### config.mk
export PLATFORM = sky130hd
export DESIGN_NAME = apb_accel_reg_slave
export DESIGN_NICKNAME = d
export VERILOG_FILES = /design/src/rtl/apb_accel_reg_slave.sv
export SDC_FILE = /design/constraint.sdc
export NUM_CORES = 2
export LEC_CHECK = 0
export BUFFER_PORTS_ARGS = -buffer_cell sky130_fd_sc_hd__buf_4
export CORE_AREA = 8 8 435 437
export CTS_CLUSTER_DIAMETER = 150
export DETAILED_ROUTE_END_ITERATION = 12
export DIE_AREA = 0 0 443 445
export PLACE_DENSITY = 0.47
export REMOVE_ABC_BUFFERS = 1
export SLEW_MARGIN = 20
export SYNTH_ARGS = -nofsm -noshare
export SYNTH_HDL_FRONTEND = slang
export SYNTH_SLANG_ARGS = --single-unit
### constraint.sdc
create_clock -name i_clk -period 6.25 [get_ports i_clk]
set_clock_uncertainty 0.1 [all_clocks]
set_input_delay 0.9375 -clock i_clk [delete_from_list [all_inputs] [get_ports i_clk]]
set_output_delay 0.9375 -clock i_clk [all_outputs]
set_load 0.01 [all_outputs]
### src/rtl/apb_accel_reg_slave.sv
// APB completer holding the accelerator register map: image words, command,
// result and model parameters, with programmable wait states and PSLVERR.
//
// state | meaning
// ------+-----------------------------------------------------------------
// IDLE  | no access in progress; an access phase loads the wait counter
// WAIT  | PREADY held low while the wait counter runs down
// RESP  | PREADY high, PRDATA/PSLVERR valid; writes commit on the next edge
module apb_accel_reg_slave #(
  parameter int unsigned WAIT_STATES = 1,
  parameter logic [31:0] ID_VALUE    = 32'hACC0_0001
) (
  input  logic          i_clk,
  input  logic          i_rst,
  input  logic          i_PSEL,
  input  logic          i_PENABLE,
  input  logic          i_PWRITE,
  input  logic [9:0]    i_PADDR,
  input  logic [31:0]   i_PWDATA,
  input  logic [3:0]    i_PSTRB,
  output logic [31:0]   o_PRDATA,
  output logic          o_PREADY,
  output logic          o_PSLVERR,
  input  logic          i_result_valid,
  input  logic [3:0]    i_result_class,
  output logic [1023:0] o_img_data,
  output logic [18:0]   o_model_params,
  output logic          o_start
);

  localparam logic [3:0] WAIT_CNT   = 4'(WAIT_STATES);
  localparam logic [9:0] IDX_ID     = 10'd0;
  localparam logic [9:0] IDX_STATUS = 10'd1;
  localparam logic [9:0] IDX_IMG_LO = 10'd10;
  localparam logic [9:0] IDX_IMG_HI = 10'd41;
  localparam logic [9:0] IDX_CMD    = 10'd42;
  localparam logic [9:0] IDX_RESULT = 10'd43;
  localparam logic [9:0] IDX_PARAMS = 10'd44;

  typedef enum logic [1:0] {ST_IDLE, ST_WAIT, ST_RESP} state_t;

  state_t          state_q, state_d;
  logic [3:0]      cnt_q, cnt_d;

  logic [1023:0]   img_q;
  logic [18:0]     params_q;
  logic            busy_q, done_q, start_q;
  logic [3:0]      result_q;

  logic            access, resp_active, wr_commit;
  logic            hit_id, hit_status, hit_img, hit_cmd, hit_result, hit_params;
  logic            mapped, err;
  logic [4:0]      img_idx;
  logic [9:0]      img_base;
  logic [31:0]     rd_word;

  assign access      = i_PSEL & i_PENABLE;
  assign resp_active = (state_q == ST_RESP) & access;

  assign hit_id     = (i_PADDR == IDX_ID);
  assign hit_status = (i_PADDR == IDX_STATUS);
  assign hit_img    = (i_PADDR >= IDX_IMG_LO) & (i_PADDR <= IDX_IMG_HI);
  assign hit_cmd    = (i_PADDR == IDX_CMD);
  assign hit_result = (i_PADDR == IDX_RESULT);
  assign hit_params = (i_PADDR == IDX_PARAMS);
  assign mapped     = hit_id | hit_status | hit_img | hit_cmd | hit_result | hit_params;

  assign img_idx  = 5'(i_PADDR - IDX_IMG_LO);
  assign img_base = {img_idx, 5'd0};

  // Busy only locks the registers that feed the running inference; STATUS stays writable.
  assign err = ~mapped
             | (i_PWRITE & (hit_id | hit_result
                            | (hit_status & i_PWDATA[0] & i_PSTRB[0])
                            | (busy_q & (hit_img | hit_cmd | hit_params))));

  assign wr_commit = resp_active & i_PWRITE & ~err;

  // State register and wait-state down-counter.
  always_ff @(posedge i_clk) begin
    if (i_rst) begin
      state_q <= ST_IDLE;
      cnt_q   <= '0;
    end else begin
      state_q <= state_d;
      cnt_q   <= cnt_d;
    end
  end

  // Next-state logic; an access dropping before completion returns to IDLE.
  always_comb begin
    state_d = state_q;
    cnt_d   = cnt_q;
    case (state_q)
      ST_IDLE: begin
        if (access) begin
          cnt_d   = WAIT_CNT;
          state_d = (WAIT_CNT != 4'd0) ? ST_WAIT : ST_RESP;
        end
      end
      ST_WAIT: begin
        if (!access) begin
          state_d = ST_IDLE;
        end else begin
          cnt_d = cnt_q - 4'd1;
          if (cnt_q == 4'd1) state_d = ST_RESP;
        end
      end
      ST_RESP: state_d = ST_IDLE;
      default: state_d = ST_IDLE;
    endcase
  end

  // Read mux for the addressed register.
  always_comb begin
    rd_word = '0;
    if (hit_id)          rd_word = ID_VALUE;
    else if (hit_status) rd_word = {30'b0, done_q, busy_q};
    else if (hit_img)    rd_word = img_q[img_base +: 32];
    else if (hit_result) rd_word = {23'b0, done_q, 4'b0, result_q};
    else if (hit_params) rd_word = {13'b0, params_q};
  end

  assign o_PREADY  = resp_active;
  assign o_PSLVERR = resp_active & err;
  assign o_PRDATA  = (resp_active & ~i_PWRITE & ~err) ? rd_word : 32'd0;

  // Register file commit, start pulse and result capture; completion is applied
  // last so that a done set beats a same-edge W1C.
  always_ff @(posedge i_clk) begin
    if (i_rst) begin
      img_q    <= '0;
      params_q <= '0;
      busy_q   <= 1'b0;
      done_q   <= 1'b0;
      start_q  <= 1'b0;
      result_q <= '0;
    end else begin
      start_q <= 1'b0;
      if (wr_commit) begin
        if (hit_img) begin
          for (int b = 0; b < 4; b++) begin
            if (i_PSTRB[b]) img_q[img_base + 10'(8*b) +: 8] <= i_PWDATA[8*b +: 8];
          end
        end
        if (hit_params) begin
          if (i_PSTRB[0]) params_q[7:0]   <= i_PWDATA[7:0];
          if (i_PSTRB[1]) params_q[15:8]  <= i_PWDATA[15:8];
          if (i_PSTRB[2]) params_q[18:16] <= i_PWDATA[18:16];
        end
        if (hit_status && i_PSTRB[0] && i_PWDATA[1]) done_q <= 1'b0;
        if (hit_cmd && i_PSTRB[0] && i_PWDATA[0]) begin
          busy_q  <= 1'b1;
          done_q  <= 1'b0;
          start_q <= 1'b1;
        end
      end
      if (i_result_valid && busy_q) begin
        result_q <= i_result_class;
        busy_q   <= 1'b0;
        done_q   <= 1'b1;
      end
    end
  end

  assign o_img_data     = img_q;
  assign o_model_params = params_q;
  assign o_start        = start_q;

endmodule

==> metrics.md <==
| Metric | Value |
|---|---|
| Run status | completed |
| Gr ovfl total | 0 |
| Power share of the clock group | 0.510 |
| Crit-path most repeated cell | buf_4 |
| Unrepaired setup endpoints after global routing | no |
| CP startpoint kind | input port |
| Worst-path clk slew | roughly 60 ps |
| I/O Buffers | 1133 |
| Clk_lat worst skew | between 700 and 800 ps |
| Final Hold Fails | 0 |
| Critical path peak fanout | 17 |
| Pwr Total | 15700 uW |
| Post-synth top area cell | dfxtp_1 |
| Die area | roughly 200000 um2 |
| EDFF count, synth | 0 |
| Yosys top cell area share | 0.431 |
| # DRC | 0 |
| Global-route track usage on met1 | 0.345 |
| Worst setup path class | in2out |
| R2R depth | 5 |
| Core ar. | approximately 180000 um2 |
| Hold path cells | 3 |
| # setup viols final | 0 |
| TritonCTS clock tree | built |
| Drt pass-1 iters | 6 |
| # IOs | roughly 1100 |
| Max Freq | 0.188 GHz |
| Initial DRC count | between 4000 and 5000 |
| #FFs+latches synth | 1056 |
| Final Cycle Share | 0.851 |
| Global-route met2 utilization | 0.460 |
| Cts bufs inserted | 131 |
| Hold Path Class | in2reg |
| Routed WL | ~290000 um |
| Root buf cell | clkbuf_16 |
| Commonest cells post-synth | 1056 x dfxtp_1, 617 x nand3b_1, 590 x o21ai_0 |
| Max transition margin | 0.199 |
| Sw frac | 0.256 |
| Peak supply drop | between 0.15 and 0.2 mV |
| # clock sinks | ~1100 |
| Worst slew pin tran | 1200 ps |
| Total Routing Usage GR | 0.282 |
| Smallest hold slack | ~340 ps |
| Most common cell in the netlist | dfxtp_1 |
| Global-route wire length before repair | 395000 um |
| Asr flop ratio synth | 0 |
| Main flop type after synthesis | dfxtp_1 |
| Antenna violations before repair | 16 |
| Register share of total power | 0.429 |
| Max Root-Sink Buffers | 3 |
| PostCTS Resize Cnt | 0 |
| Reg2reg setup slack | about 2500 ps |
| Synth unique cells | between 70 and 80 |
| Die Span Y | 445 um |
| Synth top area cells | dfxtp_1 43%, mux4_2 15%, nand3b_1 9.5% |
| Vias in the first global route | between 40000 and 50000 |
| Mapped cell area | approximately 49000 um2 |
| Max_cap viols | 0 |
| Layout Area Growth over Synthesis | 31.6% |
| Tmin final | about 5300 ps |
| Site row count | between 150 and 200 |
| Avg WL per Cell | ~36 um |
| Combinational power share | 0.062 |
| Fraction of layout cells with a size suffix above 1 | 0.322 |
| Crit path capture type | primary output |
| Critical Path RT | about 5200 ps |
| Detailed-route via count | roughly 45000 |
| Nets@finish | 5697 |
| GRT Max-Usage Layer | met2 |
| Antenna Nets Post-Route | 0 |
| Syn Inst Count | around 4700 |
| R2R Path Start | busy_q |
| Total setup buffers inserted after CTS | 0 |
| Count of hold-fix buffers inserted at cts | 0 |
| Timing startpoint of the critical path | i_PADDR[1] |
| Largest net degree at the start of global routing | around 230 |
| Reg2reg end | o_img_data[789] |
| Met3 Track Usage GR | 0.0636 |
| Slowest stage delay, CP | ~450 ps |
| WP data arrival | 4280 ps |
| Final Wtd Congestion | between 0.8 and 0.9 |
| Leak | 0.0246 uW |
| Pint | about 12000 uW |
| Hold path start | i_result_class[3] |
| Max Slew Vio Count | 0 |
| Vias per cell | 5.57 |
| Die Wd | around 440 um |
| Syn. warnings | 0 |
| CP top delay family | buffers and inverters |
| Sequential cell area fraction in the yosys report | 0.431 |
| Cell Pwr Density | roughly 240 nW/um2 |
| Initial core utilization | 0.269 |
| Avg Synthesized Cell Area | about 11 um2 |
| Worst hold endpoint | result_q[3] |
| Critical path cell sequence | buf_8 -> inv_2 -> ha_4 -> xnor2_2 -> buf_4 -> mux4_2 -> mux2_2 -> o211ai_1 -> a31oi_1 -> o21a_1 -> buf_4 |
| H-tree depth | 4 |
| Critical path buffer and inverter count | 4 |
| Final HPWL from detailed placement | between 200000 and 250000 um |
| Sw power | 4010 uW |
| Slowest CP cell | o211ai_1 |
-- flip-flops by register name (all words and copies together), names as in the netlist --
| signal | cells |
|---|---|
| o_img_data | 1024 |
| o_model_params | 19 |
| cnt_q | 4 |
| result_q | 4 |
| state_q | 2 |
| busy_q | 1 |
| done_q | 1 |
| o_start | 1 |
-- worst max path at each step --
stage          cells after the start               to
2_1_floorplan                      6  o_img_data[928]
3_3_place_gp                      11      o_PRDATA[0]
3_5_place_dp                      11   o_img_data[31]
4_1_cts                           11      o_PRDATA[0]
5_1_grt                           10     o_PRDATA[10]
6_report                          11      o_PRDATA[0]
-- per-stage QoR --
stage	area [um2]	setup slack, ps	std cells	util	TNS, ps
2_1_floorplan	47400	-1150	4270	-	-152590
3_3_place_gp	59900	893	7879	0.329	0
3_5_place_dp	59900	885	7881	0.329	0
4_1_cts	64400	905	8114	0.354	0
5_1_grt	64500	802	8125	0.354	0
6_report	64500	932	8128	0.354	0
-- tightest hold or removal path, cell delays in order --
cell	delay, ps
buf_4	130
nand3_1	60
a21oi_1	50
-- per-layer routing --
layer,up-vias,routed length [um]
met1,23345,116000
met3,535,21900
met2,2370,138000
met5,-,0
met4,0,18700
li1,19063,-
-- power by group through the flow --
| stage | Combinational, uW | Sequential, uW | Clock (uW) |
|---|---|---|---|
| detailed placement | 967 | 6880 | 0 |
| global route | 1000 | 6730 | 8380 |
| CTS | 968 | 6730 | 8120 |
| global placement | 965 | 6880 | 0 |
| finish | 968 | 6730 | 8000 |
| floorplan | 400 | 6880 | 0 |
-- layout make-up --
type	count	area, um2
Sequential cell	1056	21100
Clock inverter	41	694
Fill cell	18382	118000
Antenna cell	13	32.5
Timing Repair Buffer	1227	9360
Tap cell	2385	2980
Multi-Input combinational cell	3205	26400
Clock buffer	192	3830
Inverter	9	33.8
-- placed cells by master (no fill, tap or decap), types with 5 or more instances in the layout --
master	n
a21oi_1	41
a221oi_1	6
and2_1	14
and3_1	15
buf_12	9
buf_4	1213
bufinv_16	8
clkbuf_1	29
clkbuf_16	131
clkbuf_8	32
clkinv_16	8
clkinv_2	10
dfxtp_1	1056
diode_2	13
ha_1	10
inv_1	6
inv_6	5
mux2_2	5
mux2i_1	438
mux4_2	316
nand2_1	292
nand2b_1	381
nand3_1	146
nand3_2	15
nand3b_1	617
nand4_1	52
nor2_1	66
nor2_2	10
nor3_1	12
nor3_2	9
nor3_4	7
nor3b_1	5
nor4_1	5
o211ai_1	6
o21ai_0	590
o21ai_1	20
o2bb2ai_1	14
o31ai_1	21
-- cell families after synthesis --
logic type | count (synthesis) | synth area share
AOI/OAI and AO/OA | 737 | 0.0814
buffers and inverters | 389 | 0.0328
DFF | 1056 | 0.431
muxes | 759 | 0.236
xor gates and xnor gates | 8 | 0.00174
adders and majority gates | 11 | 0.00281
and+or+nand+nor | 1690 | 0.214
Note: power is estimated with default switching activity, not from simulation.
